## config.mk

```make
export PLATFORM = sky130hd
export DESIGN_NAME = neuron_accumulate_unit_flat
export DESIGN_NICKNAME = d
export VERILOG_FILES = /design/src/rtl/nn_pkg.sv /design/src/rtl/neuron_accumulate_unit_if.sv /design/src/rtl/fixed_point_requant.sv /design/src/rtl/neuron_accumulate_unit.sv /design/src/flat_wrapper.sv
export SDC_FILE = /design/constraint.sdc
export NUM_CORES = 1
export LEC_CHECK = 0
export CELL_PAD_IN_SITES_DETAIL_PLACEMENT = 0
export CELL_PAD_IN_SITES_GLOBAL_PLACEMENT = 1
export CORE_MARGIN = 3
export CORE_UTILIZATION = 45
export DETAILED_ROUTE_END_ITERATION = 10
export GPL_TIMING_DRIVEN = 0
export HOLD_SLACK_MARGIN = 0.1
export PLACE_DENSITY_LB_ADDON = 0.1
export SLEW_MARGIN = 0
export SYNTH_ARGS = -nofsm -noshare
export SYNTH_HDL_FRONTEND = slang
export SYNTH_SLANG_ARGS = --single-unit
```

## constraint.sdc

```tcl
create_clock -name clock -period 6.1 [get_ports clock]
set_clock_uncertainty 0.15 [all_clocks]
set_input_delay 1.525 -clock clock [delete_from_list [all_inputs] [get_ports clock]]
set_output_delay 1.525 -clock clock [all_outputs]
set_load 0.05 [all_outputs]
```

## src/rtl/nn_pkg.sv

```systemverilog
// Shared constants and FSM state type for the neural-network layer stages.
// Q8.8 fixed point throughout; accumulation is done at Q(2*FRAC_W) resolution.
package nn_pkg;

  localparam int DATA_W = 16;
  localparam int FRAC_W = 8;
  localparam int ACC_W  = 40;
  localparam int N_ELEM = 16;
  localparam int IDX_W  = 4;
  localparam int VEC_W  = 2;

  localparam logic [DATA_W-1:0] Q_ONE = 16'h0100;

  typedef enum logic [1:0] {
    IDLE  = 2'd0,
    ACCUM = 2'd1,
    BIAS  = 2'd2,
    OUT   = 2'd3
  } state_e;

  // Full-precision signed product, sign-extended into the accumulator width.
  function automatic logic signed [ACC_W-1:0] mul_ext(input logic signed [DATA_W-1:0] a,
                                                      input logic signed [DATA_W-1:0] w);
    logic signed [2*DATA_W-1:0] p;
    p = (2*DATA_W)'(a) * (2*DATA_W)'(w);
    return ACC_W'(p);
  endfunction

endpackage

```

## src/rtl/neuron_accumulate_unit_if.sv

```systemverilog
// Bundles the operand stream, bias-manager link and result stream of one neuron unit.
// slave = the accumulate unit, master = the surrounding layer logic.
interface neuron_accumulate_unit_if;
  import nn_pkg::*;

  logic                 start;
  logic [VEC_W-1:0]     vector_index_in;
  logic [IDX_W-1:0]     neuron_index;

  logic                 in_valid;
  logic                 in_ready;
  logic                 in_last;
  logic [DATA_W-1:0]    a_element;
  logic [DATA_W-1:0]    w_element;

  logic [VEC_W-1:0]     b_vector_index;
  logic [IDX_W-1:0]     b_element_index;
  logic [DATA_W-1:0]    b_element;

  logic                 out_valid;
  logic                 out_ready;
  logic [DATA_W-1:0]    out_element;
  logic [IDX_W-1:0]     out_neuron_index;
  logic                 overflow;
  logic                 busy;

  modport slave (
    input  start, vector_index_in, neuron_index,
    input  in_valid, in_last, a_element, w_element,
    output in_ready,
    output b_vector_index, b_element_index,
    input  b_element,
    output out_valid, out_element, out_neuron_index, overflow, busy,
    input  out_ready
  );

  modport master (
    output start, vector_index_in, neuron_index,
    output in_valid, in_last, a_element, w_element,
    input  in_ready,
    input  b_vector_index, b_element_index,
    output b_element,
    input  out_valid, out_element, out_neuron_index, overflow, busy,
    output out_ready
  );

endinterface

```

## src/rtl/fixed_point_requant.sv

```systemverilog
// Combinational requantizer: arithmetic shift, signed saturation, optional ReLU.
// Define NEURON_RELU_EN to clamp negative results to zero.
module fixed_point_requant
  import nn_pkg::*;
#(
  parameter int IN_W  = ACC_W,
  parameter int OUT_W = DATA_W,
  parameter int SHIFT = FRAC_W
) (
  input  logic signed [IN_W-1:0]  sum,
  output logic signed [OUT_W-1:0] result,
  output logic                    overflow
);

  localparam logic signed [IN_W-1:0] MAX_V = {{(IN_W-OUT_W+1){1'b0}}, {(OUT_W-1){1'b1}}};
  localparam logic signed [IN_W-1:0] MIN_V = {{(IN_W-OUT_W+1){1'b1}}, {(OUT_W-1){1'b0}}};

  logic signed [IN_W-1:0] shifted;

  // >>> on a signed operand truncates toward -inf, which is the intended rounding.
  assign shifted = sum >>> SHIFT;

  // NOTE: every output gets a default before any branch so no latch is inferred.
  always_comb begin
    result   = shifted[OUT_W-1:0];
    overflow = 1'b0;
    if (shifted > MAX_V) begin
      result   = {1'b0, {(OUT_W-1){1'b1}}};
      overflow = 1'b1;
    end else if (shifted < MIN_V) begin
      result   = {1'b1, {(OUT_W-1){1'b0}}};
      overflow = 1'b1;
    end
`ifdef NEURON_RELU_EN
    if (result[OUT_W-1]) begin
      result   = '0;
      overflow = 1'b0;
    end
`else
`endif
  end

endmodule

```

## src/rtl/neuron_accumulate_unit.sv

```systemverilog
// Multiply-accumulates Q8.8 operand pairs for one neuron, adds the bias element,
// requantizes and hands the result out over valid/ready. Optional: NEURON_RELU_EN.
module neuron_accumulate_unit
  import nn_pkg::*;
(
  input  logic                      clock,
  input  logic                      reset_n,
  neuron_accumulate_unit_if.slave   bus
);

  localparam logic [IDX_W:0] LAST_CNT = (IDX_W+1)'(N_ELEM - 1);

  if (ACC_W < 2*DATA_W + $clog2(N_ELEM) + 1) begin : g_acc_width_check
    $error("ACC_W too narrow: accumulator could wrap for N_ELEM products");
  end

  state_e                   state_q, state_d;
  logic signed [ACC_W-1:0]  acc_q;
  logic [IDX_W:0]           count_q;
  logic [VEC_W-1:0]         vec_q;
  logic [IDX_W-1:0]         neuron_q;
  logic [DATA_W-1:0]        out_element_q;
  logic [IDX_W-1:0]         out_neuron_q;
  logic                     overflow_q;

  logic                     accept;
  logic                     last_pair;
  logic signed [ACC_W-1:0]  bias_aligned;
  logic signed [ACC_W-1:0]  sum;
  logic signed [DATA_W-1:0] req_result;
  logic                     req_overflow;

  assign accept       = bus.in_valid && (state_q == ACCUM);
  assign last_pair    = bus.in_last || (count_q == LAST_CNT);
  assign bias_aligned = ACC_W'($signed(bus.b_element)) <<< FRAC_W;
  assign sum          = acc_q + bias_aligned;

  fixed_point_requant #(
    .IN_W  (ACC_W),
    .OUT_W (DATA_W),
    .SHIFT (FRAC_W)
  ) u_requant (
    .sum      (sum),
    .result   (req_result),
    .overflow (req_overflow)
  );

  // NOTE: sequential state uses non-blocking assignments so every register
  // samples pre-edge values regardless of process ordering.
  always_ff @(posedge clock or negedge reset_n) begin
    if (!reset_n) state_q <= IDLE;
    else          state_q <= state_d;
  end

  always_comb begin
    state_d = state_q;
    unique case (state_q)
      IDLE:  if (bus.start)              state_d = ACCUM;
      ACCUM: if (accept && last_pair)    state_d = BIAS;
      BIAS:                              state_d = OUT;
      OUT:   if (bus.out_ready)          state_d = IDLE;
      default:                           state_d = IDLE;
    endcase
  end

  always_ff @(posedge clock or negedge reset_n) begin
    if (!reset_n) begin
      acc_q         <= '0;
      count_q       <= '0;
      vec_q         <= '0;
      neuron_q      <= '0;
      out_element_q <= '0;
      out_neuron_q  <= '0;
      overflow_q    <= 1'b0;
    end else begin
      unique case (state_q)
        IDLE: begin
          if (bus.start) begin
            vec_q    <= bus.vector_index_in;
            neuron_q <= bus.neuron_index;
            acc_q    <= '0;
            count_q  <= '0;
          end
        end
        ACCUM: begin
          if (accept) begin
            acc_q   <= acc_q + mul_ext($signed(bus.a_element), $signed(bus.w_element));
            count_q <= count_q + 1'b1;
          end
        end
        BIAS: begin
          // Bias index has been stable since start, so b_element is settled here.
          out_element_q <= req_result;
          out_neuron_q  <= neuron_q;
          overflow_q    <= req_overflow;
        end
        default: ;
      endcase
    end
  end

  assign bus.in_ready         = (state_q == ACCUM);
  assign bus.out_valid        = (state_q == OUT);
  assign bus.busy             = (state_q != IDLE);
  assign bus.b_vector_index   = vec_q;
  assign bus.b_element_index  = neuron_q;
  assign bus.out_element      = out_element_q;
  assign bus.out_neuron_index = out_neuron_q;
  assign bus.overflow         = overflow_q;

endmodule

```

## src/flat_wrapper.sv

```systemverilog
// flat-port wrapper written by rule: the top's interface ports become plain ports
module neuron_accumulate_unit_flat import nn_pkg::*;
  (clock, reset_n, bus_start, bus_vector_index_in, bus_neuron_index, bus_in_valid, bus_in_last, bus_a_element, bus_w_element, bus_in_ready, bus_b_vector_index, bus_b_element_index, bus_b_element, bus_out_valid, bus_out_element, bus_out_neuron_index, bus_overflow, bus_busy, bus_out_ready);
  neuron_accumulate_unit_if bus_i ();
  input  logic clock;
  input  logic reset_n;
  input wire logic [$bits(bus_i.start)-1:0] bus_start;
  input wire logic [$bits(bus_i.vector_index_in)-1:0] bus_vector_index_in;
  input wire logic [$bits(bus_i.neuron_index)-1:0] bus_neuron_index;
  input wire logic [$bits(bus_i.in_valid)-1:0] bus_in_valid;
  input wire logic [$bits(bus_i.in_last)-1:0] bus_in_last;
  input wire logic [$bits(bus_i.a_element)-1:0] bus_a_element;
  input wire logic [$bits(bus_i.w_element)-1:0] bus_w_element;
  output wire logic [$bits(bus_i.in_ready)-1:0] bus_in_ready;
  output wire logic [$bits(bus_i.b_vector_index)-1:0] bus_b_vector_index;
  output wire logic [$bits(bus_i.b_element_index)-1:0] bus_b_element_index;
  input wire logic [$bits(bus_i.b_element)-1:0] bus_b_element;
  output wire logic [$bits(bus_i.out_valid)-1:0] bus_out_valid;
  output wire logic [$bits(bus_i.out_element)-1:0] bus_out_element;
  output wire logic [$bits(bus_i.out_neuron_index)-1:0] bus_out_neuron_index;
  output wire logic [$bits(bus_i.overflow)-1:0] bus_overflow;
  output wire logic [$bits(bus_i.busy)-1:0] bus_busy;
  input wire logic [$bits(bus_i.out_ready)-1:0] bus_out_ready;
  assign bus_i.start = bus_start;
  assign bus_i.vector_index_in = bus_vector_index_in;
  assign bus_i.neuron_index = bus_neuron_index;
  assign bus_i.in_valid = bus_in_valid;
  assign bus_i.in_last = bus_in_last;
  assign bus_i.a_element = bus_a_element;
  assign bus_i.w_element = bus_w_element;
  assign bus_in_ready = bus_i.in_ready;
  assign bus_b_vector_index = bus_i.b_vector_index;
  assign bus_b_element_index = bus_i.b_element_index;
  assign bus_i.b_element = bus_b_element;
  assign bus_out_valid = bus_i.out_valid;
  assign bus_out_element = bus_i.out_element;
  assign bus_out_neuron_index = bus_i.out_neuron_index;
  assign bus_overflow = bus_i.overflow;
  assign bus_busy = bus_i.busy;
  assign bus_i.out_ready = bus_out_ready;
  neuron_accumulate_unit u_core (.clock(clock), .reset_n(reset_n), .bus(bus_i));
endmodule
```

# --- After elaboration in Yosys (flattened, before gate mapping) ---
# Cells that the tools add are included.
totals:
  inputBits: 60
  output_inout_bits: 30
  register_bits: 74
  wordCells: 45
classes:
  n_mux: 14
  order_cmp: 2
  addsub: 3
  n_eq_ne: 8
  n_reduce_logical: 9
  multipliers: 1
op_table:
  columns: ["op", "count"]
  rows:
  - ["2-to-1 mux 40 bit", 2]
  - ["one-hot mux 40 bit (2 select lines)", 1]
  - ["adder 40 x 24 -> 40 bit", 1]
  - ["adder 40 x 32 -> 40 bit", 1]
  - ["> comparator 32 x 16 -> 1 bit (second input constant)", 1]
  - ["less-than comparator 32 x 16 -> 1 bit (second input constant)", 1]
  - ["multiplier 16 x 16 -> 32 bit", 1]
  - ["2-to-1 mux 16 bit", 2]
  - ["2-to-1 mux 5 bit", 2]
  - ["one-hot mux 5 bit (2 select lines)", 1]
  - ["one-hot mux 2 bit (4 select lines)", 1]
  - ["2-to-1 mux 2 bit", 3]
  - ["!= test 2 x 1 -> 1 bit (second input constant)", 3]
  - ["AND reduction 3 bit", 2]
  - ["adder 5 x 1 -> 5 bit (second input constant)", 1]
  - ["equality test 5 x 4 -> 1 bit (second input constant)", 1]
  - ["equality test 2 bit (second input constant)", 2]
  - ["nonzero test 2 bit", 2]
  - ["equality test 2 x 1 -> 1 bit (second input constant)", 1]
  - ["logical AND 1 bit", 2]
  - ["logical NOT 2 bit", 1]
  - ["2-to-1 mux 1 bit", 2]
  - ["!= test 2 bit (second input constant)", 1]
  - ["AND reduction 2 bit", 1]
  - ["logical OR 1 bit", 1]

# --- Depth between registers and ports, before layout ---
# Gate-level depths: netlist (run 1).
depth:
  word_depth: 5
  depth_mapped: 26
  depth_no_buf: 25

# --- Cells and area by module ---
# From an unflattened synthesis (run 1), not the netlist that was laid out.
hier_totals:
  hier_cells: 1840
  area_unflattened_um2: 17046.3
modules_own_cells:
  columns: ["mod", "seq_area_each_um2", "n_inst", "cells_per_inst", "area_each_um2"]
  rows:
  - ["neuron_accumulate_unit", 1851.8, 1, 1811, 16808.6]
  - ["fixed_point_requant", 0.0, 1, 29, 237.7]

# --- Worst setup path before layout (run 1) ---
# No wires, ideal clock.
synth_path:
  kind: "input to register"
  startpoint: "input bus_a_element[9]"
  endpoint: "register u_core.acc_q[38]"
  path_stages: 25
  slack_ns: -1.775
  path_buffers: 1
  t_arrival_ns: 7.604
  required_ns: 5.828
  path_cell_list: "clkbuf_1 > nand2_1 > fa_1 > inv_1 > fa_1 > inv_1 > fa_1 > inv_1 > fa_1 > fa_1 > inv_1 > fa_1 > inv_1 > ha_1 > a21o_1 > a21oi_1 > nor2b_1 > o21a_1 > o21a_1 > a211o_1 > a21oi_1 > a211oi_1 > o31a_1 > or3_1 > a32o_1"
synth_via:
  elab_chain_len: 4
synth_rtl:
  columns: ["element", "line", "source"]
  rows:
  - ["start, declared", "flat_wrapper.sv:12", "input wire logic [$bits(bus_i.a_element)-1:0] bus_a_element;"]
  - ["multiplier 16 x 16 -> 32 bit", "nn_pkg.sv:25", "p = (2*DATA_W)'(a) * (2*DATA_W)'(w);"]
  - ["adder 40 x 32 -> 40 bit", "neuron_accumulate_unit.sv:87", "acc_q <= acc_q + mul_ext($signed(bus.a_element), $signed(bus.w_element));"]
  - ["2-to-1 mux 40 bit", "neuron_accumulate_unit.sv:86", "if (accept) begin"]
  - ["one-hot mux 40 bit (2 select lines)", "neuron_accumulate_unit.sv:76", "unique case (state_q)"]
  - ["end signal, assigned", "neuron_accumulate_unit.sv:87", null]
  - ["end, declared", "neuron_accumulate_unit.sv:18", "logic signed [ACC_W-1:0] acc_q;"]
# No other way between the ends. The select of a mux whose other input is x is not followed.
# A chain may end at the register's enable or synchronous reset.

# --- Worst setup path in the final report (run 1) ---
layout_path:
  startpoint: "input bus_a_element[7]"
  endpoint: "register u_core.acc_q[38]"
# Same word-level chain as after synthesis.

==> flow_summary_export.csv, run 1 <==
group,metric,value,unit
synthesis,netlist_area,17000,um^2
synthesis,count_of_different_cell_masters_after_synthesis,85,
status,failing_checks,"setup timing",
critical_path,crit_path_cell_trace,"buf_6, clkbuf_16, nand2_1, fa_1, inv_1, fa_1, fa_2, fa_2, fa_1, inv_1, fa_1, inv_2, ha_4, a21o_1, a21oi_4, nor2b_2, o21a_1, o21a_1, a211o_4, a21oi_4, a211oi_2, o31a_1, or3_1, a32o_1",
critical_path,crit_path_start,"bus_a_element[7]",
place,hpwl,39300,um
run,maxCapViolations,0,
global_routing,wire_length_of_the_first_global_routing_pass,77300,um
timing,max_slew_margin,36.0,%
timing,timing_hold_violations_final,0,
drt,drt-met1-wl,20900,um
die,floorplan.die.height,201,um
drt,route.detailed.drc,0,
finish,final_nets,2589,
synthesis,post_synthesis_net_count,2377,
critical_path,cp-end-kind,"register",
global_routing,initial_antenna_violation_count,0,
drt,drt_pass1_iterations,5,
cts,cts_hold_repair.buffers,0,
timing,post-route-worst-setup-slack,-1.37,ns
drt,detailroute.wirelength.met2,23300,um
drt,wl_per_cell,18.5,um
synthesis,syn_inst,1834,
cts,cts_htree_levels,3,
die,fp.coreArea,37000,um^2
critical_path,timing.critical_path.to,"u_core.acc_q[38]",
critical_path,ff_to_ff_path_depth,21,
critical_path,worst_ep_required_time,6.18,ns
cts,ctsRootBufferMaster,"sky130_fd_sc_hd__clkbuf_16",
cts,cts.path.max_buffers,2,
drt,drt-initial-drc-count,544,
timing,maxClockFrequency,134,MHz
place,place_congestion,0.869,
critical_path,start_kind,"primary input",
cts,clkTransAtPathRegs,0.06,ns
die,die-area,40200,um^2
timing,period_minus_slack,7.47,ns
critical_path,worstReg2RegStart,"u_core.acc_q[15]",
die,ioPinCount,90,
timing,final_report_max_slew_violation_count,0,
drt,detail_route.wirelength,47300,um
global_routing,grt_start_max_net_pins,39,
synthesis,ys_dominant_reg_cell,"sky130_fd_sc_hd__dfrtp_1",
cts,tritoncts.num_buffers,9,
die,initial_utilization,46.1,%
finish,area.growth.synth_to_final,26.2,%
timing,grt_setup_unrepaired,"true",
cts,clk_lat_worst_skew,0.34,ns
die,die_w,201,um
die,row_count,70,
drt,wl_met3,1820,um
synthesis,yosys_warnings,0,
timing,final_setup_tns,-27.59,ns
synthesis,post_synth_most_frequent_cells,"sky130_fd_sc_hd__inv_1, sky130_fd_sc_hd__fa_1, sky130_fd_sc_hd__nand2_1",
synthesis,yosys.cell_count.top_type,"sky130_fd_sc_hd__inv_1",
min_path,worst_hold_path_type,"reg2reg",
finish,diodes,0,
synthesis,synth_top_area_share,38.9,%
synthesis,yosys.area.top_type,"sky130_fd_sc_hd__fa_1",
critical_path,crit_type,"in2reg",
critical_path,worst_path_largest_cell_delay,0.61,ns
critical_path,cpMostUsedCell,"sky130_fd_sc_hd__fa_1",
synthesis,synth_enable_flop_cells,0,
critical_path,worst-r2r-setup-slack,0.39,ns
drt,topRoutingLayerUsed,"met4",
critical_path,critPathArrivalTime,7.55,ns
place,portBuffers,89,
global_routing,grt_util_all_layers,24.2,%
critical_path,timing.critical_path.slowest_stage_cell,"sky130_fd_sc_hd__fa_2",
cts,cts.sinks,74,
critical_path,path_max_fanout,9,
global_routing,grt_remaining_overflow,0,
critical_path,r2r_end,"u_core.acc_q[38]",
cts,cts_tree,"done",
global_routing,number_of_global_route_vias_before_repair,13900,
drt,vias,13000,
timing,worstMarginPinSlew,0.956,ns
timing,final.period_utilization,123,%
synthesis,avg_inst_size_synth,9.29,um^2
drt,ant_nets,0,
synthesis,yosysSeqAreaShare,10.9,%
status,run_status,"finished with violations",
synthesis,yosys-top-cells-area,"sky130_fd_sc_hd__fa_1, sky130_fd_sc_hd__ha_1, sky130_fd_sc_hd__dfrtp_1, sky130_fd_sc_hd__inv_1, sky130_fd_sc_hd__nand2_1",
drt,post_drt_via_cell_ratio,5.10,
synthesis,synth.ff_latch_count,74,
finish,final_layout_size_suffix_gt1_share,20.9,%
timing,setup_viol_count_final,29,
synthesis,ys_async_sr_fraction,100,%
## state kept, by name (all words and copies together), names as in the netlist
name	count
u_core.acc_q	40
u_core.bus.b_element_index	4
u_core.bus.out_element	16
u_core.bus.out_neuron_index	4
u_core.state_q	2
u_core.bus.overflow	1
u_core.count_q	5
u_core.bus.b_vector_index	2
## cell families after synthesis
kind of cell	count (synthesis)	share of synthesized area (%)
compound gates	255	10.5
xor+xnor	71	3.78
fa+ha+maj	483	50.1
buf+inv	476	10.7
flops	74	10.9
mux	12	0.786
simple gates	463	13.3
## how the worst min path moves through the flow
stage / from / end / slack [ns] / cells after the start
CTS: u_core.count_q[4] / u_core.count_q[4] / 0.32 / 2
finish: u_core.count_q[4] / u_core.count_q[4] / 0.33 / 2
global route: u_core.count_q[4] / u_core.count_q[4] / 0.37 / 2
global placement: u_core.count_q[4] / u_core.count_q[4] / 0.30 / 2
detailed placement: u_core.count_q[4] / u_core.count_q[4] / 0.31 / 2
floorplan: u_core.count_q[4] / u_core.count_q[4] / 0.29 / 2
## what timing repair did
| item | in CTS | in global routing |
|---|---|---|
| pin swaps | 78 | 97 |
| buffers inserted | 82 | 47 |
| resized for setup | 397 | 111 |
| setup endpoints to repair | 33 | 30 |
| gates cloned | 4 | 1 |
## stage by stage
stage | utilization (%) | instance area, um^2 | std cells | setup WS (ns) | hold WS, ns
finish | 58.2 | 21500 | 2555 | -1.37 | 0.326
CTS | 56.6 | 20900 | 2524 | -1.38 | 0.324
floorplan | - | 17500 | 1834 | -1.32 | 0.289
global route | 58.2 | 21500 | 2555 | -1.56 | 0.370
detailed placement | 51.5 | 19000 | 2428 | -2.86 | 0.311
global placement | 51.5 | 19000 | 2427 | -2.89 | 0.300
## layout make-up
| cell class | count | area [um^2] |
|---|---|---|
| repair inverters | 1 | 7.51 |
| flip-flops and latches | 74 | 1850 |
| plain buffers | 51 | 774 |
| clock buffers | 9 | 225 |
| repair buffers | 202 | 2030 |
| fillers | 3282 | 15500 |
| multi-input cells | 1284 | 14300 |
| well taps | 504 | 631 |
| clock inverters | 7 | 118 |
| inverters | 423 | 1600 |
## routing by layer
layer  up-vias  global-route usage (%)
met2       251                    41.0
met5         -                       0
met1      6627                    33.4
met4         0                    5.37
li1       6081                       -
met3        62                    3.00
## cell usage in the layout (no fill, tap or decap), types with 31 or more instances in the layout
| master | synthesis | routed |
|---|---|---|
| sky130_fd_sc_hd__nand2_1 | 202 | 186 |
| sky130_fd_sc_hd__buf_6 | 2 | 41 |
| sky130_fd_sc_hd__buf_4 | 0 | 82 |
| sky130_fd_sc_hd__a21oi_1 | 56 | 39 |
| sky130_fd_sc_hd__fa_1 | 331 | 313 |
| sky130_fd_sc_hd__nor2_1 | 67 | 56 |
| sky130_fd_sc_hd__o21ai_0 | 64 | 33 |
| sky130_fd_sc_hd__and2_1 | 117 | 105 |
| sky130_fd_sc_hd__clkdlybuf4s50_1 | 0 | 56 |
| sky130_fd_sc_hd__a21o_1 | 31 | 31 |
| sky130_fd_sc_hd__inv_1 | 423 | 388 |
| sky130_fd_sc_hd__o21ai_1 | 8 | 35 |
| sky130_fd_sc_hd__ha_1 | 152 | 129 |
| sky130_fd_sc_hd__xnor2_1 | 40 | 31 |
| sky130_fd_sc_hd__dfrtp_1 | 74 | 74 |
## worst max-delay path, delay by kind of cell
family	cells	cell delay (ns)
simple gates	3	0.45
fa+ha+maj	7	3.35
buf+inv	5	0.47
compound gates	9	1.74
Power of run 1 is not shown: default switching activity piles up to over one toggle a cycle in this logic, so the estimate is an artifact.
==> run 2, diff against run 1 <==
--- a/config.mk
+++ b/config.mk
@@ -5,11 +5,13 @@
 export SDC_FILE = /design/constraint.sdc
 export NUM_CORES = 1
 export LEC_CHECK = 0
+export ABC_CLOCK_PERIOD_IN_PS = 6100
 export CELL_PAD_IN_SITES_DETAIL_PLACEMENT = 0
 export CELL_PAD_IN_SITES_GLOBAL_PLACEMENT = 1
 export CORE_MARGIN = 3
-export CORE_UTILIZATION = 45
+export CORE_UTILIZATION = 48
 export DETAILED_ROUTE_END_ITERATION = 10
+export DONT_BUFFER_PORTS = 1
 export GPL_TIMING_DRIVEN = 0
 export HOLD_SLACK_MARGIN = 0.1
 export PLACE_DENSITY_LB_ADDON = 0.1
==> flow_summary_export.csv, run 2 (synthesis results as in run 1) <==
group,metric,value,unit
global_routing,initial_antenna_violation_count,0,
run,maxCapViolations,0,
finish,commonest_cells_after_routing_fill_and_taps_aside,"sky130_fd_sc_hd__inv_1, sky130_fd_sc_hd__fa_1, sky130_fd_sc_hd__nand2_1, sky130_fd_sc_hd__ha_1, sky130_fd_sc_hd__and2_1",
global_routing,number_of_global_route_vias_before_repair,13100,
min_path,worstHoldStart,"u_core.count_q[4]",
place,place_congestion,0.876,
global_routing,grt_remaining_overflow,0,
timing,period_minus_slack,7.43,ns
global_routing,globalRoute.busiestLayer,"met2",
die,ioPinCount,90,
critical_path,cpMostUsedCell,"sky130_fd_sc_hd__fa_1",
critical_path,cp-end-kind,"register",
timing,worstMarginPinSlew,0.944,ns
timing,post-route-worst-setup-slack,-1.33,ns
die,die_w,194,um
cts,cts.path.max_buffers,2,
finish,flip_flop_count_of_the_largest_register_after_layout,40,
cts,clkTransAtPathRegs,0.06,ns
drt,detail_route.wirelength,44700,um
global_routing,grt_util_all_layers,24.3,%
min_path,worst_hold_path_type,"reg2reg",
finish,final_layout_size_suffix_gt1_share,18.1,%
timing,timing_hold_violations_final,0,
global_routing,gr_met1_demand_resource,33.2,%
cts,ctsRootBufferMaster,"sky130_fd_sc_hd__clkbuf_16",
finish,area.growth.synth_to_final,16.2,%
timing,final.period_utilization,122,%
timing,maxClockFrequency,135,MHz
finish,diodes,0,
timing,final_report_max_slew_violation_count,0,
min_path,min_path_cells,2,
critical_path,crit_type,"in2reg",
min_path,min_delay_worst_endpoint,"u_core.count_q[4]",
timing,setup_viol_count_final,27,
drt,drt-initial-drc-count,580,
critical_path,r2r_end,"u_core.acc_q[38]",
finish,largest-register,"u_core.acc_q",
critical_path,timing.critical_path.slowest_stage_cell,"sky130_fd_sc_hd__fa_2",
critical_path,worst-r2r-setup-slack,0.19,ns
critical_path,start_kind,"primary input",
cts,cts.sinks,74,
global_routing,grt_start_max_net_pins,75,
critical_path,crit_path_cell_trace,"clkbuf_4, nand2_1, fa_1, fa_1, inv_2, fa_2, fa_1, fa_1, inv_1, fa_1, inv_2, ha_4, a21o_1, a21oi_2, nor2b_2, o21a_1, o21a_1, a211o_4, a21oi_4, a211oi_2, o31a_1, or3_1, a32o_1",
global_routing,gr-usage-met3,3.95,%
critical_path,path_max_fanout,10,
place,hpwl,37400,um
cts,clk_lat_worst_skew,0.34,ns
critical_path,worst_ep_required_time,6.18,ns
drt,vias,12400,
die,fp.coreArea,34700,um^2
place,portBuffers,0,
critical_path,ff_to_ff_path_depth,21,
timing,grt_setup_unrepaired,"true",
cts,cts_tree,"done",
cts,cts_htree_levels,3,
finish,final_nets,2449,
drt,route.detailed.drc,0,
critical_path,critPathArrivalTime,7.51,ns
die,row_count,68,
finish,stdcell_area,19800,um^2
timing,max_slew_margin,36.8,%
die,floorplan.die.height,194,um
cts,cts_hold_repair.buffers,0,
drt,wl_per_cell,18.9,um
cts,tritoncts.num_buffers,9,
critical_path,worstReg2RegStart,"u_core.acc_q[15]",
die,initial_utilization,49.1,%
drt,drt_pass1_iterations,5,
critical_path,worst_path_largest_cell_delay,0.58,ns
die,die-area,37800,um^2
drt,ant_nets,0,
global_routing,grt_use_met2,40.8,%
status,failing_checks,"setup timing",
drt,post_drt_via_cell_ratio,5.22,
status,run_status,"finished with violations",
place,postPlaceCellArea,18100,um^2
finish,final_common_cell,"sky130_fd_sc_hd__inv_1",
global_routing,wire_length_of_the_first_global_routing_pass,72400,um
-- run 2: worst max path at each step --
stage                 startpoint               end  slack (ns)  depth (start not counted)
6_report        bus_a_element[2]  u_core.acc_q[38]       -1.33                         23
5_1_grt         bus_w_element[4]  u_core.acc_q[38]       -1.48                         25
4_1_cts         bus_w_element[4]  u_core.acc_q[38]       -1.28                         25
3_5_place_dp   bus_w_element[14]  u_core.acc_q[38]       -2.01                         23
3_3_place_gp   bus_w_element[15]  u_core.acc_q[38]       -2.04                         22
2_1_floorplan   bus_w_element[4]  u_core.acc_q[38]       -1.32                         25
-- run 2: critical path: cells and delay by family --
family / cells / cell delay (ns)
AO/OA/AOI/OAI: 9 / 1.84
adder cells (fa/ha/maj): 7 / 3.31
buffers and inverters: 4 / 0.36
AND/OR/NAND/NOR: 3 / 0.47
-- run 2: layout make-up --
| type | count | area [um^2] |
|---|---|---|
| plain buffers | 52 | 641 |
| clock buffers | 11 | 243 |
| clock inverters | 5 | 62.6 |
| fillers | 3138 | 14900 |
| inverters | 423 | 1610 |
| multi-input cells | 1284 | 14200 |
| flip-flops and latches | 74 | 1850 |
| well taps | 455 | 569 |
| repair buffers | 61 | 561 |
| repair inverters | 1 | 5.00 |
-- run 2: repair_timing --
action                     4_1_cts  5_1_grt
setup endpoints to repair       29       30
pin swaps                       77       73
resized for setup              154       90
hold endpoints to repair         0        0
cloned                           1        0
setup buffers                   31       30
-- run 2: layer usage --
| layer | vias up | routed length (um) |
|---|---|---|
| met3 | 51 | 2030 |
| met2 | 217 | 22100 |
| met4 | 0 | 1130 |
| met1 | 6288 | 19500 |
| li1 | 5797 | - |
| met5 | - | 0 |
-- run 2: stage by stage --
stage                     hold WS (ns)  cells  worst slack (ns)  util, %  setup TNS, ns
after floorplan                  0.289   1834             -1.32        -         -19.60
after global placement           0.300   2289             -2.04     52.1         -37.95
after detailed placement         0.314   2289             -2.01     52.1         -37.15
after CTS                        0.329   2337             -1.28     55.5         -21.43
after global routing             0.375   2366             -1.48     57.0         -27.71
final                            0.323   2366             -1.33     57.0         -23.40
Power of run 2 is left out for the same reason.
==> run 3, diff against run 2 <==
--- a/config.mk
+++ b/config.mk
@@ -9,13 +9,14 @@
 export CELL_PAD_IN_SITES_DETAIL_PLACEMENT = 0
 export CELL_PAD_IN_SITES_GLOBAL_PLACEMENT = 1
 export CORE_MARGIN = 3
-export CORE_UTILIZATION = 48
+export CORE_UTILIZATION = 47
 export DETAILED_ROUTE_END_ITERATION = 10
 export DONT_BUFFER_PORTS = 1
 export GPL_TIMING_DRIVEN = 0
 export HOLD_SLACK_MARGIN = 0.1
-export PLACE_DENSITY_LB_ADDON = 0.1
+export PLACE_DENSITY = 0.87
 export SLEW_MARGIN = 0
 export SYNTH_ARGS = -nofsm -noshare
 export SYNTH_HDL_FRONTEND = slang
+export SYNTH_HIERARCHICAL = 1
 export SYNTH_SLANG_ARGS = --single-unit
==> constraint.sdc (replaced) <==
create_clock -name clock -period 6.1 [get_ports clock]
set_clock_uncertainty 0.15 [all_clocks]
set_input_delay 1.22 -clock clock [delete_from_list [all_inputs] [get_ports clock]]
set_output_delay 1.22 -clock clock [all_outputs]
set_load 0.05 [all_outputs]
==> flow_summary_export.csv, run 3 <==
group,metric,value,unit
timing,final_report_max_slew_violation_count,0,
die,initial_utilization,47.8,%
synthesis,ys_dominant_reg_cell,"sky130_fd_sc_hd__dfrtp_1",
critical_path,worstReg2RegStart,"u_core/acc_q[15]",
synthesis,ys_async_sr_fraction,100,%
critical_path,critPathArrivalTime,6.93,ns
critical_path,timing.critical_path.slowest_stage_cell,"sky130_fd_sc_hd__fa_1",
place,portBuffers,0,
place,place_congestion,0.886,
critical_path,crit_path_cell_trace,"clkbuf_4, and2_4, fa_2, fa_1, inv_1, fa_1, inv_1, fa_1, fa_1, inv_1, fa_1, inv_2, ha_4, and2_4, a221o_1, a31oi_2, o21a_2, a211oi_4, o21bai_4, a21oi_2, or4_1, a32o_1",
cts,ctsRootBufferMaster,"sky130_fd_sc_hd__clkbuf_16",
critical_path,worst_ep_required_time,6.18,ns
synthesis,synth_top_area_share,38.9,%
global_routing,grt_util_all_layers,23.2,%
timing,final.period_utilization,112,%
drt,drt-initial-drc-count,623,
cts,cts_tree,"done",
drt,wl_per_cell,18.1,um
timing,maxClockFrequency,146,MHz
die,row_count,69,
critical_path,crit_type,"in2reg",
synthesis,synth.ff_latch_count,74,
finish,stdcell_area,19400,um^2
run,maxCapViolations,0,
timing,grt_setup_unrepaired,"true",
critical_path,path_max_fanout,10,
cts,cts.sinks,74,
drt,ant_nets,0,
global_routing,grt_remaining_overflow,0,
global_routing,wire_length_of_the_first_global_routing_pass,71800,um
drt,route.detailed.drc,0,
critical_path,worst-path-buf-inv,5,
critical_path,cpMostUsedCell,"sky130_fd_sc_hd__fa_1",
status,run_status,"finished with violations",
place,postPlaceCellArea,18200,um^2
synthesis,yosysSeqAreaShare,10.9,%
global_routing,initial_antenna_violation_count,0,
die,die-area,38600,um^2
finish,final_common_cell,"sky130_fd_sc_hd__inv_1",
finish,commonest_cells_after_routing_fill_and_taps_aside,"sky130_fd_sc_hd__inv_1, sky130_fd_sc_hd__fa_1, sky130_fd_sc_hd__nand2_1, sky130_fd_sc_hd__ha_1, sky130_fd_sc_hd__and2_1",
finish,diodes,0,
die,ioPinCount,90,
cts,clk_lat_worst_skew,0.34,ns
timing,max_slew_margin,43.2,%
cts,cts_htree_levels,3,
synthesis,syn_inst,1840,
critical_path,worst_path_largest_cell_delay,0.56,ns
die,floorplan.die.height,196,um
synthesis,count_of_different_cell_masters_after_synthesis,68,
timing,period_minus_slack,6.85,ns
finish,fillers,3196,
synthesis,yosys-top-cells-area,"sky130_fd_sc_hd__fa_1, sky130_fd_sc_hd__ha_1, sky130_fd_sc_hd__dfrtp_1, sky130_fd_sc_hd__inv_1, sky130_fd_sc_hd__nand2_1",
cts,clkTransAtPathRegs,0.06,ns
synthesis,yosys_warnings,6,
synthesis,post_synth_most_frequent_cells,"sky130_fd_sc_hd__inv_1, sky130_fd_sc_hd__fa_1, sky130_fd_sc_hd__nand2_1",
global_routing,grt_start_max_net_pins,75,
place,hpwl,36400,um
critical_path,cp-end-kind,"register",
synthesis,yosys.cell_count.top_type,"sky130_fd_sc_hd__inv_1",
timing,setup_viol_count_final,24,
drt,drt_pass1_iterations,7,
die,die_w,196,um
finish,final_layout_size_suffix_gt1_share,14.2,%
drt,vias,12600,
timing,post-route-worst-setup-slack,-0.755,ns
timing,timing_hold_violations_final,0,
synthesis,netlist_area,17000,um^2
min_path,worst_hold_path_type,"reg2reg",
finish,largest-register,"u_core/acc_q",
status,failing_checks,"setup timing",
critical_path,critPathTopFamily,"adder cells",
global_routing,number_of_global_route_vias_before_repair,13600,
cts,tritoncts.num_buffers,9,
die,fp.coreArea,35700,um^2
cts,cts.path.max_buffers,2,
synthesis,avg_inst_size_synth,9.26,um^2
finish,area.growth.synth_to_final,13.9,%
critical_path,start_kind,"primary input",
synthesis,post_synthesis_net_count,2384,
critical_path,crit_path_start,"bus_a_element[1]",
timing,worstMarginPinSlew,0.851,ns
synthesis,yosys.area.top_type,"sky130_fd_sc_hd__fa_1",
min_path,worstHoldStart,"u_core/count_q[4]",
finish,final_nets,2443,
timing,fin_worst_hold_slack,0.343,ns
drt,detail_route.wirelength,42900,um
finish,flip_flop_count_of_the_largest_register_after_layout,40,
synthesis,synth_enable_flop_cells,0,
drt,post_drt_via_cell_ratio,5.33,
[run 3: changes by cell type in the layout (fill, tap and decap cells not counted), moves of 9 or more]
cell	change
sky130_fd_sc_hd__inv_1	+18
sky130_fd_sc_hd__mux2_2	+16
sky130_fd_sc_hd__nor2_1	-14
sky130_fd_sc_hd__nor3_1	+14
sky130_fd_sc_hd__inv_2	-11
sky130_fd_sc_hd__o21ai_1	-11
sky130_fd_sc_hd__o22ai_2	-11
sky130_fd_sc_hd__ha_1	+9
sky130_fd_sc_hd__nand2b_1	+9
[run 3: logic make-up after synthesis]
logic type,synth area share [%]
DFF,10.9
AOI/OAI and AO/OA,9.52
buffers and inverters,10.7
and+or+nand+nor,13.6
xor gates and xnor gates,3.39
adders and majority gates,50.1
muxes,1.84
[run 3: layout make-up]
class                           count  area (um^2)  area share (%)
Clock buffer                       11          243            1.25
Buffer                             49          654            3.37
Sequential cell                    74         1850            9.54
Timing Repair Buffer               48          409            2.11
Multi-Input combinational cell   1289        14000            72.1
Clock inverter                      4         76.3           0.393
Tap cell                          461          577            2.97
Inverter                          428         1620            8.32
[run 3: timing repair]
item | in CTS | in global routing
setup endpoints to repair | 25 | 27
buffers inserted | 32 | 17
gates resized for setup | 91 | 45
hold buffers | 0 | 0
pin swaps | 65 | 36
[run 3: tightest hold or removal path, stage by stage (launching register included)]
cell and delay (ns):
sky130_fd_sc_hd__dfrtp_1 0.34, sky130_fd_sc_hd__nand2_1 0.04, sky130_fd_sc_hd__o21ai_0 0.07
[run 3: metrics by stage]
stage | util [%] | setup slack, ns | setup TNS (ns) | std cells
final | 54.5 | -0.755 | -11.39 | 2364
after global routing | 54.5 | -0.902 | -15.64 | 2364
after CTS | 53.6 | -0.774 | -10.15 | 2348
after detailed placement | 51.0 | -1.29 | -22.07 | 2301
after global placement | 51.0 | -1.29 | -21.49 | 2301
after floorplan | - | -0.701 | -7.16 | 1840
[run 3: worst paths after layout]
| path | end | slack (ns) | cells past startpoint |
|---|---|---|---|
| min in group asynchronous | u_core/state_q[0] | 0.43 | 0 |
| worst max-delay path | u_core/acc_q[31] | -0.75 | 22 |
| worst min register to register | u_core/count_q[4] | 0.34 | 2 |
| worst max register to register | u_core/acc_q[31] | 0.59 | 19 |
| max in group asynchronous | u_core/acc_q[30] | 5.22 | 0 |
| worst min-delay path | u_core/count_q[4] | 0.34 | 2 |
[run 3: routing by layer]
metal / track usage, % / part of all wire, %
met5: 0 / 0
met2: 40.3 / 51
met4: 4.86 / 2.1
met3: 3.03 / 4.4
met1: 31.4 / 43
Power of run 3 is left out for the same reason.
